### src/rtl/ram8_arbiter.sv
// ram8_arbiter: round-robin arbiter sharing one RAM8 between four requesters,
// with one-cycle registered grants and read data returned the cycle after grant.
module ram8_arbiter #(
    parameter int N_REQ = 4,
    parameter int W     = 16
) (
    input  logic               clk,
    input  logic               reset,
    input  logic [N_REQ-1:0]   req,
    input  logic [N_REQ-1:0]   we,
    input  logic [3*N_REQ-1:0] addr,
    input  logic [W*N_REQ-1:0] wdata,
    output logic [N_REQ-1:0]   gnt,
    output logic [N_REQ-1:0]   rvalid,
    output logic [W-1:0]       rdata,
    output logic [W-1:0]       ram_in,
    output logic               ram_load,
    output logic [2:0]         ram_address,
    input  logic [W-1:0]       ram_out
);
    localparam int PW = $clog2(N_REQ);

    logic [N_REQ-1:0] gnt_q, gnt_d, rvalid_q, rvalid_d, elig, rd_hit;
    logic [PW-1:0]    ptr_q, ptr_d, idx;
    logic [W-1:0]     rdata_q, rdata_d;
    logic             found;

    // A requester in its grant cycle is masked so it cannot be re-granted back to back
    assign elig = req & ~gnt_q;

    always_comb begin
        gnt_d = '0;
        ptr_d = ptr_q;
        idx   = '0;
        found = 1'b0;
        for (int k = 1; k <= N_REQ; k++) begin
            idx = PW'((int'(ptr_q) + k) % N_REQ);
            if (!found && elig[idx]) begin
                found        = 1'b1;
                ptr_d        = idx;
                gnt_d[idx]   = 1'b1;
            end
        end
    end

    assign rd_hit   = gnt_q & ~we;
    assign rvalid_d = rd_hit;
    assign rdata_d  = |rd_hit ? ram_out : rdata_q;

    // gnt_q is one-hot or zero, so an OR-mux selects the granted requester
    always_comb begin
        ram_in      = '0;
        ram_load    = 1'b0;
        ram_address = '0;
        for (int i = 0; i < N_REQ; i++) begin
            ram_in      |= {W{gnt_q[i]}} & wdata[W*i +: W];
            ram_load    |= gnt_q[i] & we[i];
            ram_address |= {3{gnt_q[i]}} & addr[3*i +: 3];
        end
    end

    always_ff @(posedge clk or posedge reset) begin
        if (reset) begin
            gnt_q    <= '0;
            rvalid_q <= '0;
            rdata_q  <= '0;
            ptr_q    <= PW'(N_REQ - 1);
        end else begin
            gnt_q    <= gnt_d;
            rvalid_q <= rvalid_d;
            rdata_q  <= rdata_d;
            ptr_q    <= ptr_d;
        end
    end

    assign gnt    = gnt_q;
    assign rvalid = rvalid_q;
    assign rdata  = rdata_q;
endmodule
### config.mk
export PLATFORM = sky130hd
export DESIGN_NAME = ram8_arbiter
export DESIGN_NICKNAME = d
export VERILOG_FILES = /design/src/rtl/ram8_arbiter.sv
export SDC_FILE = /design/constraint.sdc
export NUM_CORES = 1
export LEC_CHECK = 0
export BUFFER_PORTS_ARGS = -buffer_cell sky130_fd_sc_hd__buf_2
export CAP_MARGIN = 20
export CORE_ASPECT_RATIO = 1.1
export CORE_MARGIN = 2
export CORE_UTILIZATION = 42
export DETAILED_ROUTE_END_ITERATION = 8
export GPL_TIMING_DRIVEN = 0
export PLACE_DENSITY = 0.93
export RECOVER_POWER = 100
export SLEW_MARGIN = 40
export SYNTH_ARGS = -nofsm -noshare
export SYNTH_HDL_FRONTEND = slang
export SYNTH_SLANG_ARGS = --single-unit
### constraint.sdc
create_clock -name clk -period 5.39 [get_ports clk]
set_clock_uncertainty 0.2 [all_clocks]
set_input_delay 0.8085 -clock clk [delete_from_list [all_inputs] [get_ports clk]]
set_output_delay 0.8085 -clock clk [all_outputs]
set_load 0.005 [all_outputs]
==> impl_results.md <==
- CTS Buf Count: 3
- Worst-Margin Slew: 0.905 ns
- VDD IR-drop max: 0.000272 V
- Final Hold Vio Count: 0
- Critical path, cell by cell: clkbuf_1 -> inv_1 -> ha_1 -> mux4_2 -> nor2b_1 -> a221oi_1 -> o2bb2ai_1
- Post-synthesis cell type count: 30
- Slowest stage cell, crit path: dfstp_1
- Startpoint Class: flop
- DIE HEIGHT: 72.2 um
- Buf+Inv Stages, Crit Path: 2
- # placed instances: 371
- Period utilization: 58.4%
- Ys Warns: 0
- Crit path DAT: 3.09 ns
- Final critical path time including I/O delays and setup: 3.15 ns
- Most common cell after layout, fill and taps aside: buf_2
- Max Clk Rate: 318 MHz
- Post-DR vias/cell: 5.34
- Final Setup Violations: 0
- Clk_lat worst skew: 0.26 ns
- Clock sink total: 26
- Min-Delay Path Depth: 1
- CP Class: reg2reg
- WL per Instance: 14.5 um
- Antenna Violating Nets Remaining: 0
- Top delay family on crit path: flip-flops
- CTS Hold Bufs: 0
- Cell Area, Synth: 1770 um2
- Area of the die: 4760 um2
- Status: complete, no violations
- Fin Hold WS: 0.287 ns
- Initial antenna violation count: 0
- Syn Nets: 284
- Largest net degree at the start of global routing: 27
- DR iter-0 viols: 198
- Share of layout cells above drive strength 1: 42.1%
- Stages on worst setup path: 7
- Area Overhead vs Synth: 42.5%
- Die Wd: 66.0 um
- Fin nets: 434
- I/O pins: 146
- First-pass GRT wire length: 8.58 mm
- Post-Synthesis Cells: 174
- Vias after detailed routing: 2001
- Logic pwr share: 63.3%
- Fin cells: 375
- Reg power frac: 27.7%
- Relative slew slack: 39.6%
- Clock Path Buffers: 2
- Total wire length: 5.45 mm
- Number of global-route vias before repair: 1988
- Diodes inserted: 0
- Root buf cell: clkbuf_8
- Sw Share: 43.7%
- Max Cap Viol: 0
- Post-route setup TNS: 0 ns
- Pwr dens: 526 nW/um2
- Clock transition at path regs: 0.08 ns
- Worst reg2reg path depth: 7
- Switching Power: 581 uW
- Seq/Total Area, Yosys: 36.8%
- CTS tree: done
- Register bit total from synthesis: 26
- H-tree Lvls: 1
- Max incr delay on CP: 0.66 ns
- DRT Pass-1 Iters: 4
- Slew Limit Fails: 0
- Design Power: 1.33 mW
- GRT overflow: 0
- GPL Wtd Cong: 0.861
- PortBufs: 145
- Core Area: 4020 um2
- Final instance area: 2530 um2
- Initial Util: 44.1%
- # resized after CTS: 0
- Internal power: 749 uW
- Number of core rows: 24
- DRC: 0
- CP Data Required Time: 5.33 ns
- Dpl ws: 2.54 ns
- # fillers: 376
- Final WS setup: 2.24 ns
- Cell Area, Placed: 2560 um2
- Average size of a mapped cell: 10.2 um2
- CP Capture Type: flop
- Hpwl dp: 4.54 mm
- RSZ-0062 raised after global routing: no
- Hold Path Class: reg2reg
- Power share of the clock group: 9.0%
- Final Util: 62.8%
- Leakage: 1.28 nW
- Post-CTS Setup Bufs: 0
- Most frequent cells in the layout: buf_2 (121), a22oi_1 (40), clkbuf_1 (35), dfrtp_1 (24), nand2_1 (22)
- Gr usage total: 22.4%
- Max FO, Critical Path: 10
==> final cells by class <==
cell class / count / area [um2] / area share [%]
buffer: 11 / 41.3 / 1.63
clock buffer: 4 / 55.1 / 2.18
inverter: 3 / 11.3 / 0.446
multi-input combinational: 134 / 1010 / 39.8
sequential: 26 / 653 / 25.8
tap: 52 / 65.1 / 2.57
timing repair buffer: 145 / 696 / 27.5
==> logic make-up after synthesis <==
family / count (synthesis) / share of synthesized area (%)
AOI/OAI and AO/OA: 57 / 24.0
and+or+nand+nor: 50 / 14.2
DFF: 26 / 36.8
muxes: 19 / 15.4
buffers and inverters: 14 / 3.88
adders and majority gates: 8 / 5.64
==> worst paths after layout <==
check / startpoint / end / slack [ns]
max: ptr_q[0]$_DFFE_PP1P_ / gnt[2]$_DFF_PP0_ / 2.24
min: rdata[14]$_DFFE_PP0P_ / rdata[14]$_DFFE_PP0P_ / 0.29
max reg2reg: ptr_q[0]$_DFFE_PP1P_ / gnt[2]$_DFF_PP0_ / 2.24
min reg2reg: rdata[14]$_DFFE_PP0P_ / rdata[14]$_DFFE_PP0P_ / 0.29
max in group asynchronous: reset / rdata[10]$_DFFE_PP0P_ / 3.90
min in group asynchronous: reset / rdata[6]$_DFFE_PP0P_ / 0.53
==> synthesized netlist by cell type <==
cell,instances,area share [%]
clkbuf_1,8,1.7
a22oi_1,40,17
inv_1,3,0.63
or4_4,1,0.63
ha_1,8,5.6
mux2i_1,1,0.56
a211oi_1,1,0.42
nor2_1,6,1.3
and3_1,2,0.71
a311oi_1,1,0.49
mux4_2,2,2.5
nor2b_4,1,0.78
o21ai_0,2,0.56
o2bb2ai_1,4,2.0
a21oi_1,3,0.85
nor3b_1,1,0.42
a21o_1,1,0.42
mux2_4,10,8.5
dfrtp_1,24,34
dfstp_2,2,3.0
nand2_1,22,4.7
buf_2,1,0.28
nor2b_2,1,0.49
o211ai_1,1,0.42
mux2_2,6,3.8
buf_6,2,1.3
a221oi_1,4,2.0
nor2b_1,8,2.8
nor3_1,5,1.4
nand2b_1,3,1.1
==> registers in the layout, indices dropped and copies added (netlist names) <==
| name | count |
|---|---|
| rdata | 16 |
| gnt | 4 |
| rvalid | 4 |
| ptr_q | 2 |
==> metal layers <==
metal,GRT usage [%],vias up,wire [um]
li1,-,960,-
met1,27.6,924,2090
met2,40.2,105,2920
met3,2.79,12,363
met4,7.94,0,78
met5,0,-,0
==> power groups by stage <==
stage,combinational (mW),sequential [mW],clock (mW)
6_report,0.842,0.369,0.120
5_1_grt,0.944,0.384,0.134
4_1_cts,0.931,0.374,0.123
3_5_place_dp,0.927,0.377,0
3_3_place_gp,0.894,0.369,0
2_1_floorplan,0.599,0.368,0
Power figures use the tool's default switching activity.
